--- src/rtl/sd_spi_responder_if.sv ---
// SD/SPI link and byte-wide memory port between the harness and the responder.
interface sd_spi_responder_if #(
  parameter int unsigned BLOCK_W = 16
);
  logic               cs;
  logic               sclk;
  logic               mosi;
  logic               miso;
  logic [BLOCK_W+8:0] mem_addr;
  logic               mem_re;
  logic [7:0]         mem_rdata;
  logic               mem_we;
  logic [7:0]         mem_wdata;
  logic               idle_o;

  modport slave (
    input  cs, sclk, mosi, mem_rdata,
    output miso, mem_addr, mem_re, mem_we, mem_wdata, idle_o
  );

  modport master (
    output cs, sclk, mosi, mem_rdata,
    input  miso, mem_addr, mem_re, mem_we, mem_wdata, idle_o
  );
endinterface

--- src/rtl/sd_spi_responder.sv ---
// SPI-mode SD card stand-in: command decode, R1/echo responses, and
// single-block reads/writes served from an external byte-wide memory.
module sd_spi_responder #(
  parameter int unsigned BLOCK_W        = 16,
  parameter int unsigned NCR_BYTES      = 1,
  parameter int unsigned READ_GAP_BYTES = 2,
  parameter int unsigned BUSY_BYTES     = 4
) (
  input  logic              clk,
  input  logic              rst,
  sd_spi_responder_if.slave bus
);
  localparam logic [7:0] NCR_N  = 8'(NCR_BYTES);
  localparam logic [7:0] GAP_N  = 8'(READ_GAP_BYTES);
  localparam logic [7:0] BUSY_N = 8'(BUSY_BYTES);

  typedef enum logic [3:0] {
    CMD_WAIT, CMD_COLLECT, NCR, R1, ECHO,
    RD_GAP, RD_TOKEN, RD_DATA, RD_CRC,
    WR_TOKEN, WR_DATA, WR_CRC, WR_RESP, WR_BUSY
  } state_t;

  logic [2:0] sclk_sy;
  logic [1:0] cs_sy, mosi_sy;

  state_t             state;
  logic [2:0]         bit_cnt;
  logic [6:0]         rx_sr;
  logic [7:0]         tx_sr, tx_next;
  logic [7:0]         cnt;
  logic [8:0]         idx;
  logic [5:0]         cmd_r;
  logic [31:0]        arg_r;
  logic               app_r, idle_r;
  logic [7:0]         r1_r, rd_buf;
  logic               re_d;
  logic               miso_r, mem_re_r, mem_we_r;
  logic [BLOCK_W+8:0] mem_addr_r;
  logic [7:0]         mem_wdata_r;

  logic               sclk_rise, sclk_fall, cs_n_s, mosi_s, byte_done;
  logic [7:0]         rx_byte, r1_dec;
  logic               idle_dec;
  logic [BLOCK_W-1:0] blk;

  assign sclk_rise = sclk_sy[1] & ~sclk_sy[2];
  assign sclk_fall = ~sclk_sy[1] & sclk_sy[2];
  assign cs_n_s    = cs_sy[1];
  assign mosi_s    = mosi_sy[1];
  assign rx_byte   = {rx_sr, mosi_s};
  assign byte_done = sclk_rise & ~cs_n_s & (bit_cnt == 3'd7);
  assign blk       = arg_r[BLOCK_W-1:0];

  assign bus.miso      = miso_r;
  assign bus.mem_re    = mem_re_r;
  assign bus.mem_we    = mem_we_r;
  assign bus.mem_addr  = mem_addr_r;
  assign bus.mem_wdata = mem_wdata_r;
  assign bus.idle_o    = idle_r;

  // Two-flop synchronizers; sclk gets a third flop for edge detection.
  always_ff @(posedge clk or posedge rst) begin
    if (rst) begin
      sclk_sy <= '0;
      cs_sy   <= '1;
      mosi_sy <= '1;
    end else begin
      sclk_sy <= {sclk_sy[1:0], bus.sclk};
      cs_sy   <= {cs_sy[0], bus.cs};
      mosi_sy <= {mosi_sy[0], bus.mosi};
    end
  end

  // R1 value and idle update for the command just collected.
  always_comb begin
    r1_dec   = {5'b0, 1'b1, 1'b0, idle_r};
    idle_dec = idle_r;
    case (cmd_r)
      6'd0:               begin r1_dec = 8'h01; idle_dec = 1'b1; end
      6'd8, 6'd16, 6'd55: r1_dec = {7'b0, idle_r};
      6'd41:              if (app_r) begin r1_dec = 8'h00; idle_dec = 1'b0; end
      6'd17, 6'd24:       if (!idle_r) r1_dec = 8'h00;
      default: ;
    endcase
  end

  // Bit shifting plus byte-level protocol FSM; tx_next is chosen at each
  // byte boundary and presented on the falling edge that follows it.
  always_ff @(posedge clk or posedge rst) begin
    if (rst) begin
      state       <= CMD_WAIT;
      bit_cnt     <= '0;
      rx_sr       <= '0;
      tx_sr       <= '1;
      tx_next     <= '1;
      cnt         <= '0;
      idx         <= '0;
      cmd_r       <= '0;
      arg_r       <= '0;
      app_r       <= 1'b0;
      idle_r      <= 1'b1;
      r1_r        <= '0;
      rd_buf      <= '0;
      re_d        <= 1'b0;
      miso_r      <= 1'b1;
      mem_re_r    <= 1'b0;
      mem_we_r    <= 1'b0;
      mem_addr_r  <= '0;
      mem_wdata_r <= '0;
    end else begin
      mem_re_r <= 1'b0;
      mem_we_r <= 1'b0;
      re_d     <= mem_re_r;
      if (re_d) rd_buf <= bus.mem_rdata;

      if (cs_n_s) begin
        state   <= CMD_WAIT;
        bit_cnt <= '0;
        cnt     <= '0;
        miso_r  <= 1'b1;
        tx_sr   <= '1;
        tx_next <= '1;
      end else begin
        if (sclk_fall) begin
          if (bit_cnt == 3'd0) begin
            miso_r <= tx_next[7];
            tx_sr  <= {tx_next[6:0], 1'b1};
          end else begin
            miso_r <= tx_sr[7];
            tx_sr  <= {tx_sr[6:0], 1'b1};
          end
        end
        if (sclk_rise) begin
          rx_sr   <= rx_byte[6:0];
          bit_cnt <= bit_cnt + 3'd1;
        end
        if (byte_done) begin
          tx_next <= 8'hFF;
          case (state)
            CMD_WAIT: if (rx_byte[7:6] == 2'b01) begin
              cmd_r <= rx_byte[5:0];
              cnt   <= 8'd1;
              state <= CMD_COLLECT;
            end
            CMD_COLLECT: if (cnt < 8'd5) begin
              arg_r <= {arg_r[23:0], rx_byte};
              cnt   <= cnt + 8'd1;
            end else begin
              r1_r   <= r1_dec;
              idle_r <= idle_dec;
              app_r  <= (cmd_r == 6'd55);
              cnt    <= 8'd1;
              state  <= NCR;
            end
            NCR: if (cnt == NCR_N) begin
              tx_next <= r1_r;
              state   <= R1;
            end else cnt <= cnt + 8'd1;
            R1: begin
              cnt <= 8'd1;
              if (cmd_r == 6'd8) begin
                tx_next <= arg_r[31:24];
                arg_r   <= {arg_r[23:0], 8'h00};
                state   <= ECHO;
              end else if (cmd_r == 6'd17 && r1_r == 8'h00) state <= RD_GAP;
              else if (cmd_r == 6'd24 && r1_r == 8'h00)     state <= WR_TOKEN;
              else                                           state <= CMD_WAIT;
            end
            ECHO: if (cnt == 8'd4) state <= CMD_WAIT;
            else begin
              tx_next <= arg_r[31:24];
              arg_r   <= {arg_r[23:0], 8'h00};
              cnt     <= cnt + 8'd1;
            end
            RD_GAP: if (cnt == GAP_N) begin
              tx_next    <= 8'hFE;
              mem_re_r   <= 1'b1;
              mem_addr_r <= {blk, 9'd0};
              state      <= RD_TOKEN;
            end else cnt <= cnt + 8'd1;
            RD_TOKEN: begin
              tx_next    <= rd_buf;
              idx        <= '0;
              mem_re_r   <= 1'b1;
              mem_addr_r <= {blk, 9'd1};
              state      <= RD_DATA;
            end
            // idx is the byte that just left; fetch runs one byte ahead
            // and stops at 511 so the address never wraps.
            RD_DATA: if (idx == 9'd511) begin
              cnt   <= 8'd1;
              state <= RD_CRC;
            end else begin
              tx_next <= rd_buf;
              idx     <= idx + 9'd1;
              if (idx != 9'd510) begin
                mem_re_r   <= 1'b1;
                mem_addr_r <= {blk, idx + 9'd2};
              end
            end
            RD_CRC: if (cnt == 8'd2) state <= CMD_WAIT;
            else cnt <= cnt + 8'd1;
            WR_TOKEN: if (rx_byte == 8'hFE) begin
              idx   <= '0;
              state <= WR_DATA;
            end
            WR_DATA: begin
              mem_we_r    <= 1'b1;
              mem_addr_r  <= {blk, idx};
              mem_wdata_r <= rx_byte;
              if (idx == 9'd511) begin
                cnt   <= 8'd1;
                state <= WR_CRC;
              end else idx <= idx + 9'd1;
            end
            WR_CRC: if (cnt == 8'd2) begin
              tx_next <= 8'h05;
              state   <= WR_RESP;
            end else cnt <= cnt + 8'd1;
            WR_RESP: begin
              tx_next <= 8'h00;
              cnt     <= 8'd1;
              state   <= WR_BUSY;
            end
            WR_BUSY: if (cnt == BUSY_N) state <= CMD_WAIT;
            else begin
              tx_next <= 8'h00;
              cnt     <= cnt + 8'd1;
            end
            default: state <= CMD_WAIT;
          endcase
        end
      end
    end
  end
endmodule

--- src/flat_wrapper.sv ---
// flat-port wrapper written by rule: the top's interface ports become plain ports
module sd_spi_responder_flat 
#(
  parameter int unsigned BLOCK_W        = 16,
  parameter int unsigned NCR_BYTES      = 1,
  parameter int unsigned READ_GAP_BYTES = 2,
  parameter int unsigned BUSY_BYTES     = 4
)
  (clk, rst, bus_cs, bus_sclk, bus_mosi, bus_mem_rdata, bus_miso, bus_mem_addr, bus_mem_re, bus_mem_we, bus_mem_wdata, bus_idle_o);
  sd_spi_responder_if #(.BLOCK_W(BLOCK_W)) bus_i ();
  input  logic clk;
  input  logic rst;
  input wire logic [$bits(bus_i.cs)-1:0] bus_cs;
  input wire logic [$bits(bus_i.sclk)-1:0] bus_sclk;
  input wire logic [$bits(bus_i.mosi)-1:0] bus_mosi;
  input wire logic [$bits(bus_i.mem_rdata)-1:0] bus_mem_rdata;
  output wire logic [$bits(bus_i.miso)-1:0] bus_miso;
  output wire logic [$bits(bus_i.mem_addr)-1:0] bus_mem_addr;
  output wire logic [$bits(bus_i.mem_re)-1:0] bus_mem_re;
  output wire logic [$bits(bus_i.mem_we)-1:0] bus_mem_we;
  output wire logic [$bits(bus_i.mem_wdata)-1:0] bus_mem_wdata;
  output wire logic [$bits(bus_i.idle_o)-1:0] bus_idle_o;
  assign bus_i.cs = bus_cs;
  assign bus_i.sclk = bus_sclk;
  assign bus_i.mosi = bus_mosi;
  assign bus_i.mem_rdata = bus_mem_rdata;
  assign bus_miso = bus_i.miso;
  assign bus_mem_addr = bus_i.mem_addr;
  assign bus_mem_re = bus_i.mem_re;
  assign bus_mem_we = bus_i.mem_we;
  assign bus_mem_wdata = bus_i.mem_wdata;
  assign bus_idle_o = bus_i.idle_o;
  sd_spi_responder #(.BLOCK_W(BLOCK_W), .NCR_BYTES(NCR_BYTES), .READ_GAP_BYTES(READ_GAP_BYTES), .BUSY_BYTES(BUSY_BYTES)) u_core (.clk(clk), .rst(rst), .bus(bus_i));
endmodule
--- config.mk ---
export PLATFORM = sky130hd
export DESIGN_NAME = sd_spi_responder_flat
export DESIGN_NICKNAME = d
export VERILOG_FILES = /design/src/rtl/sd_spi_responder_if.sv /design/src/rtl/sd_spi_responder.sv /design/src/flat_wrapper.sv
export SDC_FILE = /design/constraint.sdc
export NUM_CORES = 1
export LEC_CHECK = 0
export CORE_MARGIN = 2
export CORE_UTILIZATION = 55
export CTS_CLUSTER_DIAMETER = 150
export DETAILED_ROUTE_END_ITERATION = 12
export PLACE_DENSITY = 0.73
export SYNTH_ARGS = -nofsm -noshare
export SYNTH_HDL_FRONTEND = slang
export SYNTH_SLANG_ARGS = --single-unit
export TNS_END_PERCENT = 1
--- constraint.sdc ---
create_clock -name clk -period 6.5 [get_ports clk]
set_input_delay 1.3 -clock clk [delete_from_list [all_inputs] [get_ports clk]]
set_output_delay 1.3 -clock clk [all_outputs]
set_load 0.02 [all_outputs]
==> run_summary.xml <==
<?xml version="1.0" encoding="UTF-8"?>
<metrics>
  <group name="floorplan">
    <metric name="full_die_area" unit="µm²">13650</metric>
    <metric name="initial_core_util" unit="%">55.94</metric>
    <metric name="die-height" unit="µm">116.8</metric>
    <metric name="core" unit="µm²">12520</metric>
    <metric name="die_extent_in_x" unit="µm">116.8</metric>
    <metric name="boundaryPins" unit="">50</metric>
    <metric name="placement_rows" unit="">41</metric>
  </group>
  <group name="sta">
    <metric name="timing.final.max_slew_violations" unit="">0</metric>
    <metric name="fmaxAchievable" unit="MHz">312.2</metric>
    <metric name="tightest_slew" unit="ps">909.9</metric>
    <metric name="worst_clock_skew" unit="ps">7.792</metric>
    <metric name="report.final.setup_viol" unit="">0</metric>
    <metric name="tns" unit="ps">0</metric>
    <metric name="final.period_utilization" unit="%">49.28</metric>
    <metric name="rsz0062_at_grt" unit="">false</metric>
    <metric name="slew_headroom" unit="%">39.34</metric>
    <metric name="final-hold-violation-count" unit="">0</metric>
    <metric name="finalWorstSetupSlack" unit="ps">3296</metric>
    <metric name="final_period_minus_worst_setup_slack" unit="ps">3204</metric>
  </group>
  <group name="detailed_routing">
    <metric name="detail_route.drc_violations" unit="">0</metric>
    <metric name="wire_length_reported_by_the_detailed_router" unit="µm">15980</metric>
    <metric name="route.vias.total" unit="">5251</metric>
    <metric name="viasPerCell" unit="">5.893</metric>
    <metric name="drt-pass1-iter-count" unit="">5</metric>
    <metric name="postRouteAntennaNets" unit="">0</metric>
    <metric name="wl_per_cell" unit="µm">17.94</metric>
    <metric name="drt-initial-drc-count" unit="">373</metric>
  </group>
  <group name="logic_synthesis">
    <metric name="synth-seq-cells" unit="">140</metric>
    <metric name="synth_fp_nets" unit="">698</metric>
    <metric name="netlist_instances" unit="">673</metric>
    <metric name="postSynthAreaPerCell" unit="µm²">10.40</metric>
    <metric name="synth.yosys.warnings" unit="">0</metric>
    <metric name="synth-async-reset-ratio" unit="%">100.0</metric>
    <metric name="synth.yosys.seq_area_share" unit="%">50.41</metric>
    <metric name="synth_edf_count" unit="">0</metric>
    <metric name="synthesis.area" unit="µm²">7002</metric>
    <metric name="synth_ff_type" unit="">sky130_fd_sc_hd__dfrtp_1</metric>
    <metric name="ys_types" unit="">70</metric>
  </group>
  <group name="worst_setup_path">
    <metric name="endpoint_kind" unit="">flip-flop</metric>
    <metric name="worst-endpoint-required" unit="ps">6800</metric>
    <metric name="cp_data_arrival_time" unit="ps">3510</metric>
    <metric name="cp.buffers_inverters" unit="">0</metric>
    <metric name="path_max_fanout" unit="">9</metric>
    <metric name="critPathKind" unit="">reg2reg</metric>
    <metric name="cp_slowest_stage_delay" unit="ps">720</metric>
    <metric name="startpoint_type" unit="">flip-flop</metric>
    <metric name="timing.critical_path.slowest_stage_cell" unit="">sky130_fd_sc_hd__a211oi_1</metric>
    <metric name="critical-path-top-delay-family" unit="">compound AO/OA/AOI/OAI gates</metric>
    <metric name="crit_chain" unit="">ha_1 -&gt; nand3_1 -&gt; nor2_1 -&gt; ha_1 -&gt; nor4bb_1 -&gt; o21ai_0 -&gt; o2111ai_1 -&gt; a211oi_1 -&gt; a21boi_0 -&gt; o21ai_0</metric>
  </group>
  <group name="grt">
    <metric name="total_gr_overflow" unit="">0</metric>
    <metric name="grtUsageTotal" unit="%">24.94</metric>
    <metric name="antenna_found_initial" unit="">0</metric>
    <metric name="grt_pass1_vias" unit="">5133</metric>
    <metric name="grt_pass1_wl" unit="µm">26220</metric>
    <metric name="grt_start_max_net_pins" unit="">90</metric>
  </group>
  <group name="pwr">
    <metric name="power.density" unit="nW/µm²">248.0</metric>
    <metric name="max-vdd-ir-drop" unit="V">0.0002457</metric>
    <metric name="total_power" unit="mW">2.024</metric>
    <metric name="leakagePower" unit="nW">3.675</metric>
  </group>
  <group name="placed_design">
    <metric name="gp_congestion" unit="">0.9180</metric>
    <metric name="port_buffers" unit="">49</metric>
    <metric name="dpl.hpwl" unit="µm">10780</metric>
    <metric name="detailedPlace.worstSlack" unit="ps">3408</metric>
  </group>
  <group name="clocking">
    <metric name="cts_buffer_depth" unit="">2</metric>
    <metric name="clock_tree.htree_level_count" unit="">4</metric>
    <metric name="cts_tree" unit="">yes</metric>
    <metric name="cts_hold_buffers" unit="">0</metric>
    <metric name="clock_tree.root_cell" unit="">sky130_fd_sc_hd__clkbuf_16</metric>
    <metric name="post-cts-setup-buffer-count" unit="">0</metric>
    <metric name="insertion_delay" unit="ps">420</metric>
    <metric name="cts_made_buffers" unit="">17</metric>
    <metric name="cts.reportedPaths.clkPinSlew" unit="ps">60</metric>
    <metric name="cts_sinks" unit="">140</metric>
    <metric name="cts_resized" unit="">0</metric>
  </group>
  <group name="layout">
    <metric name="diodes" unit="">0</metric>
    <metric name="area_growth_syn_to_layout" unit="%">16.60</metric>
    <metric name="final_layout_size_suffix_gt1_share" unit="%">18.92</metric>
    <metric name="finish.net_count" unit="">731</metric>
    <metric name="final_core_util" unit="%">65.22</metric>
  </group>
  <group name="job">
    <metric name="drv.max_cap_violation_count" unit="">0</metric>
  </group>
  <group name="status">
    <metric name="status" unit="">complete, no violations</metric>
  </group>
  <group name="min_path">
    <metric name="min-delay-path-class" unit="">reg2reg</metric>
  </group>
</metrics>
==> report_power, final <==
group | internal, mW | leakage, nW | switching (mW)
clock network | 0.612 | 0.294 | 0.399
registers | 0.896 | 1.86 | 0.0354
logic | 0.0334 | 1.52 | 0.0480
total | 1.54 | 3.67 | 0.483
==> registers in the layout (all words and copies together) (netlist names), 3 cells and up <==
register              flops
u_core.cmd_r              6
u_core.bit_cnt            3
u_core.rd_buf             8
u_core.bus.mem_wdata      8
u_core.arg_r             32
u_core.rx_sr              7
u_core.tx_next            8
u_core.cnt                8
u_core.bus.mem_addr      25
u_core.tx_sr              7
u_core.idx                9
u_core.state              4
u_core.sclk_sy            3
==> routing by layer <==
layer	global-route usage, %	up-vias	wire length (µm)
li1	-	2477	-
met1	34.51	2608	7284
met2	38.88	146	7593
met3	5.561	20	802
met4	9.255	0	303
met5	0	-	0
==> cell usage in the layout, fill, tap and decap left out, drive strengths merged, types with 6 or more instances in the layout <==
cell / netlist / routed
dfrtp: 119 / 119
mux2: 70 / 70
nand2: 62 / 62
nor2: 61 / 61
clkdlybuf4s50: 0 / 49
o21ai: 45 / 45
inv: 24 / 29
a21oi: 27 / 27
dfstp: 21 / 21
nand2b: 19 / 19
nand3: 18 / 18
a31oi: 18 / 18
clkbuf: 19 / 18
nor2b: 13 / 13
mux2i: 12 / 12
ha: 12 / 12
nand4: 11 / 11
nor3: 8 / 8
o31ai: 7 / 7
and2: 6 / 6
o22a: 6 / 6
a22oi: 6 / 6
==> logic make-up after synthesis <==
group	Yosys count	share of synthesized area, %
muxes	82	12.97
xor gates and xnor gates	3	0.3753
DFF	140	50.41
adders and majority gates	12	2.144
and+or+nand+nor	230	16.74
AOI/OAI and AO/OA	144	13.46
buffers and inverters	62	3.896
==> final cells by class <==
type / instances / area [µm²]
inverter: 24 / 95.09
fill: 1030 / 4353
clock inverter: 14 / 182.7
multi-input combinational: 471 / 3199
clock buffer: 18 / 429.2
sequential: 140 / 3530
tap: 172 / 215.2
timing repair buffer: 52 / 513.0
==> worst paths after layout <==
kind | from | slack (ps) | cells after the start | to
max in group asynchronous | rst | 3940 | 3 | u_core.cnt[6]$_DFFE_PP0P_
worst max register to register | u_core.idx[0]$_DFFE_PP0P_ | 3300 | 10 | u_core.state[1]$_DFFE_PP0P_
min in group asynchronous | rst | 1370 | 2 | u_core.bus.mem_addr[13]$_DFFE_PP0P_
worst min-delay path | u_core.sclk_sy[0]$_DFF_PP0_ | 350 | 0 | u_core.sclk_sy[1]$_DFF_PP0_
worst min register to register | u_core.sclk_sy[0]$_DFF_PP0_ | 350 | 0 | u_core.sclk_sy[1]$_DFF_PP0_
worst max-delay path | u_core.idx[0]$_DFFE_PP0P_ | 3300 | 10 | u_core.state[1]$_DFFE_PP0P_
==> cells in the mapped netlist (all sizes together), types with 2 or more instances <==
cell,n,area share [%]
nor4,2,0.18
o22ai,3,0.27
and3,5,0.45
xnor2,2,0.25
dfrtp,119,43
clkbuf,19,1.0
a22oi,6,0.64
nor3b,5,0.54
nand4,11,0.98
nor2,61,3.4
o31ai,7,0.75
inv,24,1.3
nand3b,3,0.32
o311ai,2,0.25
mux2,70,11
nor3,8,0.64
o32a,2,0.29
mux2i,12,1.7
a211oi,4,0.61
o22a,6,0.75
nand2b,19,1.7
nand4b,3,0.38
o211ai,3,0.32
o41ai,2,0.25
and2,6,0.54
or2,2,0.18
a21boi,2,0.21
nor4bb,2,0.29
a2111oi,2,0.52
nor2b,13,1.2
dfstp,21,7.9
nor4b,2,0.46
o21a,2,0.21
o21ai,45,3.2
ha,12,2.1
a21oi,27,1.9
or3,4,0.43
buf,19,1.6
nand2,62,3.3
a31oi,18,1.6
nand3,18,1.3
==> per-stage QoR <==
stage,instances,cell area [µm²],hold slack [ps]
floorplan,673,7002,331.2
global placement,859,7552,332.1
detailed placement,859,7552,345.0
CTS,891,8164,358.8
global route,891,8164,362.6
finish,891,8164,354.0
No activity file was read; power rests on OpenSTA's default activity.
